`config.mk`:
```
export PLATFORM = sky130hd
export DESIGN_NAME = credit_rx_buffer
export DESIGN_NICKNAME = d
export VERILOG_FILES = /design/src/rtl/credit_rx_buffer.sv
export SDC_FILE = /design/constraint.sdc
export NUM_CORES = 1
export LEC_CHECK = 0
export ABC_AREA = 1
export CAP_MARGIN = 20
export CORE_MARGIN = 5
export CORE_UTILIZATION = 30
export CTS_CLUSTER_SIZE = 16
export DETAILED_ROUTE_END_ITERATION = 7
export GPL_TIMING_DRIVEN = 0
export HOLD_SLACK_MARGIN = 0.03
export SYNTH_ARGS = -nofsm -noshare
export SYNTH_HDL_FRONTEND = slang
export SYNTH_SLANG_ARGS = --single-unit
```
`constraint.sdc`:
```
create_clock -name clk -period 2.6 [get_ports clk]
set_input_delay 0.39 -clock clk [delete_from_list [all_inputs] [get_ports clk]]
set_output_delay 0.39 -clock clk [all_outputs]
set_load 0.01 [all_outputs]
```
`src/rtl/credit_rx_buffer.sv`:
```
// Credit-based receive buffer for a router output link.
// Holds flits in a FIFO and returns one credit per flit drained.
module credit_rx_buffer #(
  parameter int WIDTH = 20,
  parameter int DEPTH = 4,
  parameter int AW    = $clog2(DEPTH)
) (
  input  logic             clk,
  input  logic             RST,
  input  logic [WIDTH-1:0] in,
  input  logic             vi,
  output logic             co,
  output logic [WIDTH-1:0] dout,
  output logic             dout_valid,
  input  logic             dout_ready,
  output logic [AW:0]      count,
  output logic             overflow
);

  localparam logic [AW:0] FULL_CNT = (AW+1)'(DEPTH);
  localparam logic [AW:0] ONE_CNT  = (AW+1)'(1);
  localparam logic [AW-1:0] ONE_PTR = AW'(1);

  logic [WIDTH-1:0] mem_q [DEPTH];

  logic [AW-1:0] wr_ptr_q, wr_ptr_d;
  logic [AW-1:0] rd_ptr_q, rd_ptr_d;
  logic [AW:0]   count_q, count_d;
  logic          co_q, co_d;
  logic          ovf_q, ovf_d;

  logic full;
  logic empty;
  logic push;
  logic pop;
  logic drop;

  assign full  = (count_q == FULL_CNT);
  assign empty = (count_q == '0);

  // A pop frees the head slot in the same cycle, so a full
  // buffer may still accept a flit when the consumer drains.
  assign pop  = ~empty & dout_ready;
  assign push = vi & (~full | pop);
  assign drop = vi & full & ~pop;

  // Next-state for pointers, occupancy, credit and error flag.
  always_comb begin
    wr_ptr_d = wr_ptr_q;
    rd_ptr_d = rd_ptr_q;
    count_d  = count_q;
    co_d     = pop;
    ovf_d    = ovf_q | drop;
    if (push) begin
      wr_ptr_d = wr_ptr_q + ONE_PTR;
    end
    if (pop) begin
      rd_ptr_d = rd_ptr_q + ONE_PTR;
    end
    unique case ({push, pop})
      2'b10:   count_d = count_q + ONE_CNT;
      2'b01:   count_d = count_q - ONE_CNT;
      default: count_d = count_q;
    endcase
  end

  // Control state; stored flits are discarded on reset.
  always_ff @(posedge clk or negedge RST) begin
    if (!RST) begin
      wr_ptr_q <= '0;
      rd_ptr_q <= '0;
      count_q  <= '0;
      co_q     <= 1'b0;
      ovf_q    <= 1'b0;
    end else begin
      wr_ptr_q <= wr_ptr_d;
      rd_ptr_q <= rd_ptr_d;
      count_q  <= count_d;
      co_q     <= co_d;
      ovf_q    <= ovf_d;
    end
  end

  // Flit storage; contents are don't-care after reset.
  always_ff @(posedge clk) begin
    if (push) begin
      mem_q[wr_ptr_q] <= in;
    end
  end

  assign dout       = mem_q[rd_ptr_q];
  assign dout_valid = ~empty;
  assign count      = count_q;
  assign co         = co_q;
  assign overflow   = ovf_q;

endmodule

```
### Word level (Yosys, flattened, before mapping)

Memories as Yosys holds them, arrays and structs flattened.
Cells that the tools add are included.

* register bits after elaboration: 9
* bits in writable memories: 80
* input bits: 24
* output and inout port bits: 26
* logic and storage cells: 27
* memories: 1

* add/subtract/negate cells: 4
* equal/unequal tests: 3
* muxes and demuxes: 3
* bitwise operators: 9
* reductions and logical operators: 2

Memories
* mem_q: words 4, bits a word 20, rd ports 1, clocked after memory_dff 0, wr ports 1, line 24 `logic [WIDTH-1:0] mem_q [DEPTH];`

Operators with widths (count)
* $pmux W3 S2: 1
* $add A2 B1 Y2 const B: 2
* $and A1 B1 Y1: 4
* $add A3 B1 Y3 const B: 1
* $eq A3 B3 Y1 const B: 1
* $logic_not A3 Y1: 1
* $not A1 Y1: 3
* $sub A3 B1 Y3 const B: 1
* $eq A2 B1 Y1 const B: 1
* $eq A2 B2 Y1 const B: 1
* $mux W1: 2
* $or A1 B1 Y1: 2
* $reduce_bool A2 Y1: 1

### Logic depth before layout (Yosys ltp)

* depth in word-level cells: 7
* mapped depth: 12

### Worst setup path after synthesis

No wires, ideal clock.

* kind: register to register
* from: register count_q[2], in the netlist count[2]
* to: memory mem_q[0][0] (enable)
* library setup time: 397 ps
* data arrival time: 1656 ps
* data required time: 2203 ps
* setup slack: 547 ps
* cell stages (with the launch flop): 6
* buffers on the path: 0
* path through: dfrtp_1 inv_1 nor2_1 nand2_1 nand2_1 nor2_1

* cells in the longest elaborated chain, start to end: 7
* elaborated cells between the ends (all ways): 9
* those cells by class: 1 x eq/ne; 2 x mux; 5 x bitwise; 1 x reduce/logical

RTL lines
* start, declared: line 28 `logic [AW:0] count_q, count_d;`
* start signal, assigned: line 78 `count_q <= count_d;`
* $logic_not A3 Y1: line 39 `assign empty = (count_q == '0);`
* $not A1 Y1: line 43 `assign pop = ~empty & dout_ready;`
* $and A1 B1 Y1: line 43
* $or A1 B1 Y1 (*): line 44 `assign push = vi & (~full | pop);`
* $and A1 B1 Y1 (*): line 44
* $mux W1 (*): line 86 `if (push) begin`
* $mux W1 (not written as such) (*): line 87 `mem_q[wr_ptr_q] <= in;`
* end, declared: line 24

Mark *: on every way between the ends. The rest lies on a longest branch, timed or not.

### Worst setup path in the final report

* from: register rd_ptr_q[0]
* to: output dout[15]

* cells in the longest elaborated chain, start to end: 1

RTL lines
* start, declared: line 27 `logic [AW-1:0] rd_ptr_q, rd_ptr_d;`
* start signal, assigned: line 77 `rd_ptr_q <= rd_ptr_d;`
* $mem_v2 Z4 W20
* end, declared: line 13 `output logic [WIDTH-1:0] dout,`

Every way passes these cells.

==> impl_summary.log <==
[metrics] run status: complete, no violations
[metrics] minimum clock period: ~2.4 ns
[metrics] count of state elements after synthesis: 89
[metrics] clock-pin slew of the registers on the worst-case setup and hold paths: 0.06 ns
[metrics] cell at the root of the clock tree: sky130_fd_sc_hd__clkbuf_16
[metrics] Bufs and invs on worst path: 2
[metrics] PwrDens: roughly 1100 mW/mm^2
[metrics] CTS tree: done
[metrics] Reg2Reg Depth: 10
[metrics] initial DRC count: between 100 and 150
[metrics] Fin. Hold Viols: 0
[metrics] number of vias in the routed layout: around 2,300
[metrics] WP data arrival: about 2.0 ns
[metrics] pins over their slew limit: 0
[metrics] leak pwr: 1.805 nW
[metrics] Max Fanout on Critical Path: 10
[metrics] post-cts hold buffer count: 0
[metrics] antenna violations before repair: 0
[metrics] H-Tree Depth: 3
[metrics] Die X-Extent: 120.1 um
[metrics] WS Path Type: flip-flop to primary output
[metrics] crit path capture type: primary output
[metrics] remaining number of nets flagged by the antenna check after routing: 0
[metrics] sink count of the clock tree: between 80 and 90
[metrics] Synth-to-Final Area Change: 29.02%
[metrics] sequential element share of the synthesized area: a little over 70%
[metrics] post-synthesis instance area: roughly 0.0036 sq mm
[metrics] kind of cell adding the most delay to the critical path: buffers and inverters
[metrics] number of synthesis warnings: 0
[metrics] placer's final routability congestion estimate: 0.7262
[metrics] slowest CP cell: sky130_fd_sc_hd__clkdlybuf4s50_1
[metrics] final setup violation count: 0
[metrics] CP Launch Type: flip-flop
[metrics] maximum operating frequency: about 0.42 GHz
[metrics] Synth Area per Inst: between 10 and 15 sq um
[metrics] number of buffers inserted by port buffering: between 40 and 50
[metrics] detailed-route DRC error count: 0
[metrics] transition time at the pin with the least slew margin: between 0.6 and 0.7 ns
[metrics] Netlist cell types: 19
[metrics] Max-Cap Viols: 0
[metrics] worst clock skew: about 0.0064 ns
[metrics] share of cells above drive strength 1: roughly 9.0%
[metrics] largest stage delay on the critical path: about 0.54 ns
[metrics] Mapped Nets: about 330
[metrics] Starting Density: 30.42%
[metrics] number of detailed-routing iterations run before antenna repair: 4
[metrics] global-route wire length before repair: between 10 and 15 mm
[metrics] number of buffers on the longest clock path: 2
[metrics] Data required, critical path: 2.21 ns
[metrics] post-route worst setup slack: roughly 0.19 ns
[metrics] worst flop-to-flop path endpoint: count[2]$_DFFE_PN0P_
[metrics] Boundary Pins: 50
[metrics] Detailed Place HPWL: about 5.1 mm
[metrics] Final Cycle Share: between 90 and 100%
[metrics] total detailed-routing wirelength: about 7.6 mm
[metrics] max-slew headroom at the worst pin: 55.01%
[metrics] Final Non-Filler Cells: slightly above 500
[metrics] worst setup timing slack at the placement stage: between 0.07 and 0.08 ns
[metrics] total number of placement rows: 40
[metrics] cells along the critical path: clkbuf_1, o21ai_0, nand2_1, clkdlybuf4s50_1
[metrics] startpoint of the most critical register-to-register path: count[0]$_DFFE_PN0P_
[metrics] maximum number of pins on one net before global-route repair: 15
[metrics] post-DR wirelength/cell: between 10 and 15 um
[metrics] latest clock arrival within the worst-skew pair: ~0.33 ns
[metrics] via count of the first global-routing pass: between 2,000 and 2,500
[metrics] unrepaired setup endpoints after global routing: false
[metrics] placed insts: about 500
[metrics] antenna diode instance count: 0
[metrics] number of buffers inserted by post-CTS setup repair: 0
[metrics] number of nets in the final layout: just under 400
[metrics] post-synthesis instance total: 299
[metrics] Max VDD drop: about 0.00037 V
[metrics] Die Span Y: roughly 120 um
[metrics] area enclosed by the die boundary: about 0.014 sq mm
[metrics] number of gates given a new drive strength after cts: 0
[metrics] Register-to-Register Setup Slack: around 0.51 ns
[metrics] total core area: roughly 0.012 sq mm
[metrics] drt via density: between 4 and 5
[metrics] class of the tightest hold or removal check: primary input to asynchronous set/reset pin
[metrics] number of buffers created by CTS: 9
[metrics] aggregate global routing overflow: 0
[metrics] Total Routing Usage GR: between 10 and 15%
==> where the power goes <==
| part | internal [mW] | total, mW | leakage, nW | switching, mW |
|---|---|---|---|---|
| Clock | 0.737 | 1.23 | 0.132 | 0.491 |
| Sequential | 1.86 | 1.96 | 0.841 | 0.0966 |
| Combinational | 0.955 | 2.12 | 0.832 | 1.17 |
==> placed cells by master, fill, tap and decap left out, types with 2 or more instances in the layout <==
master,instances
sky130_fd_sc_hd__edfxtp_1,80
sky130_fd_sc_hd__nand2_1,60
sky130_fd_sc_hd__clkdlybuf4s50_1,49
sky130_fd_sc_hd__nor2_1,42
sky130_fd_sc_hd__inv_1,35
sky130_fd_sc_hd__o211ai_1,20
sky130_fd_sc_hd__o21ai_0,16
sky130_fd_sc_hd__clkbuf_16,9
sky130_fd_sc_hd__dfrtp_1,9
sky130_fd_sc_hd__buf_2,5
sky130_fd_sc_hd__o21ai_1,5
sky130_fd_sc_hd__nand3_1,5
sky130_fd_sc_hd__ha_1,5
sky130_fd_sc_hd__buf_6,4
sky130_fd_sc_hd__nor2_2,4
sky130_fd_sc_hd__clkbuf_1,3
sky130_fd_sc_hd__buf_4,2
sky130_fd_sc_hd__clkinvlp_4,2
sky130_fd_sc_hd__buf_8,2
sky130_fd_sc_hd__buf_16,2
==> flip-flops by register name, indices dropped and copies added, names as in the netlist <==
register and flops:
mem_q 80, co 1, rd_ptr_q 2, overflow 1, count 3, wr_ptr_q 2
==> cell families (layout without fill, tap and decap cells) <==
kind of cell             count (synthesis)  after routing  share of synthesized area (%)
buffers and inverters                   49            117                          6.258
AO/OA/AOI/OAI                           42             42                          7.221
adder cells (fa/ha/maj)                  6              6                          2.270
XOR/XNOR                                 1              1                         0.2408
flip-flops                              89             89                          72.21
AND/OR/NAND/NOR                        112            112                          11.80
==> how the worst max path moves through the flow <==
stage | from | endpoint | slack [ns] | cells past startpoint
after CTS | rd_ptr_q[0]$_DFFE_PN0P_ | dout[15] | 0.15 | 4
after detailed placement | dout_ready | mem_q[2][6]$_DFFE_PP_ | 0.07 | 6
final | rd_ptr_q[0]$_DFFE_PN0P_ | dout[15] | 0.19 | 4
after global routing | rd_ptr_q[0]$_DFFE_PN0P_ | dout[15] | 0.02 | 4
after global placement | dout_ready | mem_q[2][11]$_DFFE_PP_ | -0.71 | 5
after floorplan | count[2]$_DFFE_PN0P_ | mem_q[0][0]$_DFFE_PP_ | 0.55 | 5
==> cells in the mapped netlist <==
master	number	area [sq um]
sky130_fd_sc_hd__nand2_1	60	225.2
sky130_fd_sc_hd__nand4_1	1	6.260
sky130_fd_sc_hd__o21ai_1	5	25.02
sky130_fd_sc_hd__inv_1	35	131.4
sky130_fd_sc_hd__dfrtp_1	9	225.2
sky130_fd_sc_hd__o21ai_0	16	80.08
sky130_fd_sc_hd__o211ai_1	20	150.1
sky130_fd_sc_hd__ha_1	5	62.56
sky130_fd_sc_hd__clkbuf_1	2	7.510
sky130_fd_sc_hd__o21bai_1	1	7.510
sky130_fd_sc_hd__fa_1	1	20.02
sky130_fd_sc_hd__edfxtp_1	80	2402
sky130_fd_sc_hd__buf_4	2	15.01
sky130_fd_sc_hd__buf_6	4	45.04
sky130_fd_sc_hd__nand3_1	5	25.02
sky130_fd_sc_hd__xnor2_1	1	8.760
sky130_fd_sc_hd__inv_2	1	3.750
sky130_fd_sc_hd__buf_2	5	25.02
sky130_fd_sc_hd__nor2_1	46	172.7
==> stage by stage <==
stage               TNS, ns  utilization [%]  total power, mW  hold slack [ns]  area (sq um)
floorplan                 0                -            3.100          0.09441          3638
global placement     -54.76            36.06            4.029           0.4685          4313
detailed placement        0            36.85            4.153           0.4778          4408
CTS                       0            39.25            5.386           0.3651          4695
global route              0            39.25            5.640           0.3885          4695
finish                    0            39.25            5.311           0.3611          4695
==> layout make-up <==
class | count | area, sq um
Clock inverter | 5 | 57.56
Inverter | 36 | 135.1
Sequential cell | 89 | 2628
Timing Repair Buffer | 53 | 575.6
Multi-Input combinational cell | 161 | 793.3
Clock buffer | 10 | 229.0
Fill cell | 1138 | 7267
Tap cell | 147 | 183.9
Buffer | 13 | 92.59
==> metal layers <==
layer  vias to the layer above  global-route usage (%)  wire [um]
met2                        44                   19.00       3813
li1                       1135                       -          -
met1                      1096                   12.72       3291
met5                         -                       0          0
met4                         0                   3.436        102
met3                        11                   3.157        366
No activity file was read; power rests on OpenSTA's default activity.
